**config.mk**
```make
export PLATFORM = sky130hd
export DESIGN_NAME = traffic_phase_timer_flat
export DESIGN_NICKNAME = d
export VERILOG_FILES = /design/src/rtl/traffic_phase_timer_if.sv /design/src/rtl/traffic_phase_timer.sv /design/src/flat_wrapper.sv
export SDC_FILE = /design/constraint.sdc
export NUM_CORES = 1
export LEC_CHECK = 0
export ABC_AREA = 0
export CAP_MARGIN = 40
export CORE_AREA = 2 2 49 85
export DETAILED_ROUTE_END_ITERATION = 6
export DIE_AREA = 0 0 51 87
export HOLD_SLACK_MARGIN = 0.06
export PLACE_DENSITY = 0.83
export SKIP_LAST_GASP = 1
export SYNTH_ARGS = -nofsm -noshare
export SYNTH_HDL_FRONTEND = slang
export SYNTH_SLANG_ARGS = --single-unit
```
**constraint.sdc**
```tcl
create_clock -name clk -period 4.34 [get_ports clk]
set_input_delay 0.868 -clock clk [delete_from_list [all_inputs] [get_ports clk]]
set_output_delay 0.868 -clock clk [all_outputs]
set_load 0.02 [all_outputs]
```
**src/rtl/traffic_phase_timer_if.sv**
```systemverilog
// Bundle between the light controller and the phase timer.
//   main_green, side_green, warning : phase indication from the controller
//   ped_button                      : raw asynchronous pedestrian push-button
//   timer_done                      : one-cycle phase-expiry pulse to the controller
//   pedestrian_request              : latched pedestrian request level
//   fault                           : illegal phase indication seen last cycle
// master = light controller side, slave = timer side.
interface traffic_phase_timer_if;
  logic main_green;
  logic side_green;
  logic warning;
  logic ped_button;
  logic timer_done;
  logic pedestrian_request;
  logic fault;

  modport master (
    output main_green, side_green, warning, ped_button,
    input  timer_done, pedestrian_request, fault
  );

  modport slave (
    input  main_green, side_green, warning, ped_button,
    output timer_done, pedestrian_request, fault
  );
endinterface

```
**src/rtl/traffic_phase_timer.sv**
```systemverilog
// Phase timer for a main/side traffic light controller.
// Watches the one-hot phase code {main_green, side_green, warning}, times each phase with a
// prescaled 8-bit down-counter and pulses timer_done once on expiry. A synchronized pedestrian
// button latches a request that may restart the side-green phase once with PED_TICKS.
// Ports:
//   clk : clock, rising edge
//   rst : synchronous active-low reset
//   bus : traffic_phase_timer_if.slave (phase inputs, button, timer_done/request/fault outputs)
module traffic_phase_timer #(
  parameter int unsigned PRESCALE     = 1000,
  parameter int unsigned MAIN_TICKS   = 30,
  parameter int unsigned SIDE_TICKS   = 20,
  parameter int unsigned YELLOW_TICKS = 4,
  parameter int unsigned PED_TICKS    = 15
) (
  input logic                  clk,
  input logic                  rst,
  traffic_phase_timer_if.slave bus
);

  typedef enum logic [1:0] {StIdle, StRun, StFire, StHold} state_e;

  localparam logic [15:0] PreMax = 16'(PRESCALE - 1);
  localparam logic [7:0]  MainN  = 8'(MAIN_TICKS);
  localparam logic [7:0]  SideN  = 8'(SIDE_TICKS);
  localparam logic [7:0]  YellN  = 8'(YELLOW_TICKS);
  localparam logic [7:0]  PedN   = 8'(PED_TICKS);

  state_e      state_q;
  logic [2:0]  prev_code_q;
  logic [7:0]  cnt_q;
  logic [15:0] pre_q;
  logic        sync1_q, sync2_q, sync3_q;
  logic        ped_req_q, served_q, timer_done_q, fault_q;

  logic [2:0]  code;
  logic        legal, entry, rise, serve, load, tick, last;
  logic [7:0]  load_val, eff_cnt;
  logic [15:0] eff_pre;

  always_comb begin
    code     = {bus.main_green, bus.side_green, bus.warning};
    legal    = $onehot(code);
    entry    = legal && (code != prev_code_q);
    rise     = sync2_q & ~sync3_q;
    // A restart is allowed on the side-green entry cycle itself (served flag is stale there)
    // or while still counting a side phase that has not been restarted yet.
    serve    = legal && bus.side_green && ped_req_q && !timer_done_q &&
               (entry || (state_q == StRun && !served_q));
    load     = entry || serve;
    load_val = serve ? PedN : (bus.main_green ? MainN : (bus.side_green ? SideN : YellN));
    // The load cycle is itself the first prescaler cycle: counting starts from a cleared
    // prescaler and the full duration in that same cycle, so the pulse lands on N*PRESCALE.
    eff_cnt  = load ? load_val : cnt_q;
    eff_pre  = load ? 16'd0 : pre_q;
    tick     = (eff_pre == PreMax);
    last     = tick && (eff_cnt == 8'd1);
  end

  always_ff @(posedge clk) begin
    if (!rst) begin
      state_q      <= StIdle;
      prev_code_q  <= 3'b000;
      cnt_q        <= 8'd0;
      pre_q        <= 16'd0;
      sync1_q      <= 1'b0;
      sync2_q      <= 1'b0;
      sync3_q      <= 1'b0;
      ped_req_q    <= 1'b0;
      served_q     <= 1'b0;
      timer_done_q <= 1'b0;
      fault_q      <= 1'b0;
    end else begin
      prev_code_q  <= code;
      sync1_q      <= bus.ped_button;
      sync2_q      <= sync1_q;
      sync3_q      <= sync2_q;
      fault_q      <= !legal;
      timer_done_q <= 1'b0;

      if (serve) begin
        ped_req_q <= 1'b0;
      end else if (rise) begin
        ped_req_q <= 1'b1;
      end

      if (serve) begin
        served_q <= 1'b1;
      end else if (entry) begin
        served_q <= 1'b0;
      end

      if (!legal) begin
        state_q <= StIdle;
        cnt_q   <= 8'd0;
        pre_q   <= 16'd0;
      end else if (load || state_q == StRun) begin
        if (tick) begin
          pre_q <= 16'd0;
          if (last) begin
            cnt_q        <= 8'd0;
            state_q      <= StFire;
            timer_done_q <= 1'b1;
          end else begin
            cnt_q   <= eff_cnt - 8'd1;
            state_q <= StRun;
          end
        end else begin
          pre_q   <= eff_pre + 16'd1;
          cnt_q   <= eff_cnt;
          state_q <= StRun;
        end
      end else if (state_q == StFire) begin
        state_q <= StHold;
      end
    end
  end

  assign bus.timer_done         = timer_done_q;
  assign bus.pedestrian_request = ped_req_q;
  assign bus.fault              = fault_q;

endmodule

```
**src/flat_wrapper.sv**
```systemverilog
// flat-port wrapper written by rule: the top's interface ports become plain ports
module traffic_phase_timer_flat 
#(
  parameter int unsigned PRESCALE     = 1000,
  parameter int unsigned MAIN_TICKS   = 30,
  parameter int unsigned SIDE_TICKS   = 20,
  parameter int unsigned YELLOW_TICKS = 4,
  parameter int unsigned PED_TICKS    = 15
)
  (clk, rst, bus_main_green, bus_side_green, bus_warning, bus_ped_button, bus_timer_done, bus_pedestrian_request, bus_fault);
  traffic_phase_timer_if bus_i ();
  input logic clk;
  input logic rst;
  input wire logic [$bits(bus_i.main_green)-1:0] bus_main_green;
  input wire logic [$bits(bus_i.side_green)-1:0] bus_side_green;
  input wire logic [$bits(bus_i.warning)-1:0] bus_warning;
  input wire logic [$bits(bus_i.ped_button)-1:0] bus_ped_button;
  output wire logic [$bits(bus_i.timer_done)-1:0] bus_timer_done;
  output wire logic [$bits(bus_i.pedestrian_request)-1:0] bus_pedestrian_request;
  output wire logic [$bits(bus_i.fault)-1:0] bus_fault;
  assign bus_i.main_green = bus_main_green;
  assign bus_i.side_green = bus_side_green;
  assign bus_i.warning = bus_warning;
  assign bus_i.ped_button = bus_ped_button;
  assign bus_timer_done = bus_i.timer_done;
  assign bus_pedestrian_request = bus_i.pedestrian_request;
  assign bus_fault = bus_i.fault;
  traffic_phase_timer #(.PRESCALE(PRESCALE), .MAIN_TICKS(MAIN_TICKS), .SIDE_TICKS(SIDE_TICKS), .YELLOW_TICKS(YELLOW_TICKS), .PED_TICKS(PED_TICKS)) u_core (.clk(clk), .rst(rst), .bus(bus_i));
endmodule
```
## Word-level counts from Yosys, hierarchy flattened

Index checks and enable logic that the tools add are counted.

| storage, ports and cells | value |
|---|---|
| register bits after elaboration | 36 |
| logic and storage cells | 57 |
| output and inout bits | 3 |
| input port bits | 6 |

| cells by class | value |
|---|---|
| add/subtract/negate cells | 4 |
| bitwise logic cells | 3 |
| mux-type cells | 15 |
| equal/unequal tests | 6 |
| reduce and logical (&&, ||, !) cells | 18 |

Operator list:

| kind | number |
|---|---|
| $mux W8 | 5 |
| $mux W16 | 2 |
| $add A16 B1 Y16 const B | 1 |
| $eq A16 B10 Y1 const B | 1 |
| $eq A8 B1 Y1 const B | 1 |
| $mux W2 | 4 |
| $sub A8 B1 Y8 const B | 1 |
| $logic_and A1 B1 Y1 | 7 |
| $mux W5 | 1 |
| $eq A2 B1 Y1 const B | 2 |
| $reduce_and A4 Y1 | 1 |
| $reduce_bool A2 Y1 | 2 |
| $logic_not A1 Y1 | 3 |
| $logic_or A1 B1 Y1 | 3 |
| $mux W1 | 3 |
| $ne A3 B3 Y1 | 1 |
| $add A1 B1 Y2 | 1 |
| $add A2 B1 Y2 | 1 |
| $eq A2 B2 Y1 const B | 1 |
| $not A1 Y1 | 2 |
| $reduce_and A2 Y1 | 1 |
| $reduce_or A2 Y1 | 1 |
| $and A1 B1 Y1 | 1 |

## Logic depth before layout (Yosys ltp)

Gate-level depths: netlist (run 1).

| depth | value |
|---|---|
| depth after elaboration | 14 |
| mapped depth | 15 |
| depth with buffers taken out | 13 |

## Least setup slack after synthesis (run 1)

Ideal clock, no wire load.

| timing path | value |
|---|---|
| path kind | input to register |
| start | in bus_warning |
| end | reg u_core.pre_q[8] |
| setup time | 0.091 ns |
| path buffers | 2 |
| data required time | 4.249 ns |
| stages on the path | 14 |
| setup slack | 0.344 ns |
| data arrival time | 3.906 ns |
| cells stage by stage | inv_1 -> fa_1 -> nand2b_1 -> or3_4 -> a21o_2 -> clkbuf_1 -> and2_1 -> ha_1 -> and2_1 -> o31ai_4 -> nor3_4 -> buf_6 -> o31a_1 -> a311oi_1 |

| on the way | value |
|---|---|
| word-level cells in the longest chain between the ends | 11 |
| elaborated cells on any way between the ends | 17 |
| classes of those cells | 3 x add/sub; 3 x eq/ne; 2 x mux; 9 x reduce/logical |

RTL lines:

| element | RTL line | RTL |
|---|---|---|
| start, declared | flat_wrapper.sv:16 | `input wire logic [$bits(bus_i.warning)-1:0] bus_warning;` |
| $add A1 B1 Y2 (not written as such) | traffic_phase_timer.sv:43 | `legal = $onehot(code);` |
| $add A2 B1 Y2 (not written as such) | traffic_phase_timer.sv:43 |  |
| $eq A2 B1 Y1 | traffic_phase_timer.sv:43 |  |
| $logic_and A1 B1 Y1 (4 in series) | traffic_phase_timer.sv:48 | `serve = legal && bus.side_green && ped_req_q && !timer_done_q &&` |
| $logic_or A1 B1 Y1 | traffic_phase_timer.sv:50 | `load = entry \|\| serve;` |
| $mux W16 | traffic_phase_timer.sv:55 | `eff_pre = load ? 16'd0 : pre_q;` |
| $add A16 B1 Y16 or $eq A16 B10 Y1 (tied branches) | traffic_phase_timer.sv:109, traffic_phase_timer.sv:56 |  |
| $mux W16 | traffic_phase_timer.sv:98 | `if (tick) begin` |
| end signal, assigned | traffic_phase_timer.sv:109 | `pre_q <= eff_pre + 16'd1;` |
| end, declared | traffic_phase_timer.sv:32 | `logic [15:0] pre_q;` |

Several ways; a longest one is shown, not always the timed one.
A chain may end at the register's enable or synchronous reset.

## Worst setup path in the final report (run 1)

| timing path | value |
|---|---|
| start | in bus_warning |
| end | reg u_core.cnt_q[1] |

| on the way | value |
|---|---|
| word-level cells in the longest chain between the ends | 13 |
| elaborated cells on any way between the ends | 22 |
| classes of those cells | 3 x add/sub; 4 x eq/ne; 5 x mux; 10 x reduce/logical |

RTL lines:

| element | RTL line | RTL |
|---|---|---|
| parallel branches: the longest is 13 deep, another holds $sub A8 B1 Y8 | -- |  |
| end signal, assigned | traffic_phase_timer.sv:105 | `cnt_q <= eff_cnt - 8'd1;` |
| end signal, assigned | traffic_phase_timer.sv:110 | `cnt_q <= eff_cnt;` |
| end, declared | traffic_phase_timer.sv:31 | `logic [7:0] cnt_q;` |

Parallel ways; which one is timed is not known.

==> impl_metrics.tcl, run 1 <==
set metrics [dict create \
    placed_cell_area_mm2 0.00227 \
    holdPathStages 1 \
    crit_path_end_kind "register" \
    grt_pass1_vias 2045 \
    core-area_mm2 0.00379 \
    drv_slew 0 \
    crit_path_start_kind "input pin" \
    cts_resized 0 \
    cts-buffers-inserted 5 \
    synth_area_mm2 0.00210 \
    yosysUniqueCellTypes 59 \
    post-cts-setup-buffers 0 \
    seq_area_frac_synth_pct 34.3 \
    syn_inst 246 \
    r2r_start "u_core.state_q[1]" \
    totalWireLength_mm 5.38 \
    die_h_um 87 \
    route.layer.met1.wl_mm 1.94 \
    io-pin-count 9 \
    rows 30 \
    arrival_ns 4.34 \
    ant_nets 0 \
    power_leakage_uw 0.000829 \
    initialDrtViolationCount 79 \
    rrSetupSlack_ns 1.10 \
    holdBufCountCts 0 \
    syn_nets 256 \
    grtUsageTotal_pct 27.0 \
    holdPathEnd "u_core.sync2_q" \
    p_per_area_mw_per_mm2 296 \
    synth.avg_cell_area_um2 8.53 \
    worst_pin_slew_ns 0.751 \
    reg2regPathDepth 11 \
    route.top_layer_used "met4" \
    finalPower_uw 694 \
    hold_violations 0 \
    gp_congestion 0.949 \
    synth_seq_cells 36 \
    finalSetupViolations 0 \
    fp.dieW_um 51 \
    dp_hpwl_mm 4.04 \
    cts_tree "yes" \
    clock_path_buffers 2 \
    synth_top_flop_cell "dfxtp_1" \
    clock.fmax_ghz 0.240 \
    vdd_ir_drop_max_v 0.000271 \
    rsz0062_at_grt "yes" \
    outcome "finished, final reports clean" \
    h-tree-depth 2 \
    clk_pin_slew_ns 0.08 \
    grt_max_degree 23 \
    worstHoldStart "u_core.sync1_q" \
    holdCritPathClass "reg2reg" \
    async_flop_share_pct 0 \
    layout-drive-gt1-share_pct 15.2 \
    wl_met2_mm 3.06 \
    avgRoutedWirePerCell_um 17.3 \
    rr_endpoint "u_core.cnt_q[2]" \
    skew_ns 0.00966 \
    yosysWarnings 0 \
    cp_max_fo 8 \
    clk_latency_ns 0.29 \
    via_per_inst 6.40 \
    syn_to_final_growth_pct 11.7 \
    gr-total-overflow 0 \
    min_period_ns 4.17 \
    final_area_mm2 0.00234 \
    nets 274 \
    start_util_pct 55.3 \
    drv_cap 0 \
    drcViolationCount 0 \
    vias 1998 \
    cts_root_buf "clkbuf_8" \
    antenna_found_initial 0 \
    crit_required_ns 4.51 \
    maxSlewHeadroom_pct 49.8 \
    route.met3.wl_um 177 \
    synth_edf_count 0 \
    finalCritPeriodShare_pct 96.1 \
    drt-pass1-iter-count 4 \
    grt_pass1_wl_mm 9.15 \
    cts_sinks 36 \
    crit_type "in2reg" \
    n_antenna_cell 0 \
    portBuffers 8 \
    dieArea_mm2 0.00444 \
]
## per-stage QoR
step           instances  utilization (%)  hold WS, ns  setup TNS (ns)  setup WS [ns]
3_3_place_gp         305             59.8        0.434        -0.00321       -0.00321
6_report             312             61.8        0.449               0          0.170
5_1_grt              312             61.8        0.490       -0.000971      -0.000971
2_1_floorplan        246                -        0.412               0          0.344
4_1_cts              312             61.8        0.452               0          0.185
3_5_place_dp         305             59.8        0.433          -0.500         -0.109
## critical path: stages
cell and delay, ns:
clkdlybuf4s50_1 0.54, inv_1 0.08, fa_1 0.48, nand2b_1 0.17, or3_4 0.42, a21o_2 0.24, and2_1 0.18, ha_1 0.24
and2_1 0.19, o31ai_4 0.12, or3_1 0.35, a211oi_2 0.09, a211oi_1 0.28, nor3_2 0.08
## Yosys cell counts (4+ instances only)
cell type	count	area, um2
dfxtp_1	36	721
nor2_1	22	82.6
nand2_1	20	75.1
a21oi_1	15	75.1
and2_1	10	62.6
nand4_1	10	62.6
nor3_1	10	50.1
inv_1	9	33.8
nand3_1	9	45.0
o21ai_0	8	40.0
a21o_1	5	37.5
nor4_1	5	31.3
a211oi_1	4	30.0
nor2b_1	4	25.0
o21ai_1	4	20.0
## flip-flops by register name (all words and copies together), names as in the netlist
signal                         flops
u_core.prev_code_q                 3
u_core.bus.timer_done              1
u_core.bus.fault                   1
u_core.sync1_q                     1
u_core.pre_q                      16
u_core.cnt_q                       8
u_core.sync2_q                     1
u_core.served_q                    1
u_core.bus.pedestrian_request      1
u_core.state_q                     2
u_core.sync3_q                     1
## cell usage in the layout (no fill, tap or decap), types with 9 or more instances in the layout
master / instances
buf_4: 11
dfxtp_1: 36
inv_1: 9
nand3_1: 9
nor3_1: 10
a21oi_1: 15
and2_1: 10
nand4_1: 10
nand2_1: 20
nor2_1: 22
## worst max-delay path by stage
stage                           start              end  slack [ns]
after floorplan           bus_warning  u_core.pre_q[8]        0.34
final                     bus_warning  u_core.cnt_q[1]        0.17
after detailed placement  bus_warning  u_core.cnt_q[1]       -0.11
after global placement    bus_warning  u_core.cnt_q[1]      -0.003
after CTS                 bus_warning  u_core.cnt_q[1]        0.18
after global routing      bus_warning  u_core.cnt_q[4]      -0.001
## logic make-up after synthesis
group	synth area share, %
buffers and inverters	4.23
AO/OA/AOI/OAI	22.1
flip-flops	34.3
adder cells (fa/ha/maj)	2.74
multiplexers	0.954
AND/OR/NAND/NOR	32.8
XOR/XNOR	2.80
## cell type report
| cell class | instances | area, um2 |
|---|---|---|
| Multi-Input combinational cell | 193 | 1290 |
| Inverter | 9 | 33.8 |
| Tap cell | 48 | 60.1 |
| Sequential cell | 36 | 721 |
| Clock buffer | 6 | 72.6 |
| Fill cell | 330 | 1450 |
| Timing Repair Buffer | 19 | 163 |
| Clock inverter | 1 | 5.00 |
## report_power, final
part | leakage (uW) | total [uW] | internal (uW) | switching (uW)
Clock | 0.0000410 | 230 | 109 | 120
Combinational | 0.000496 | 123 | 47.5 | 75.5
Sequential | 0.000292 | 341 | 337 | 4.54
## layer usage
metal	GRT usage [%]	vias up
met5	0	-
met4	17.4	0
met3	4.47	23
met2	50.5	67
met1	26.1	965
li1	-	943
Note: power is estimated with default switching activity, not from simulation.
==> run 2, diff against run 1 <==
Settings changed: ABC_CLOCK_PERIOD_IN_PS from default to 4340.
==> results of run 2 <==
Final layout, timing and power as in run 1 (identical DEF).
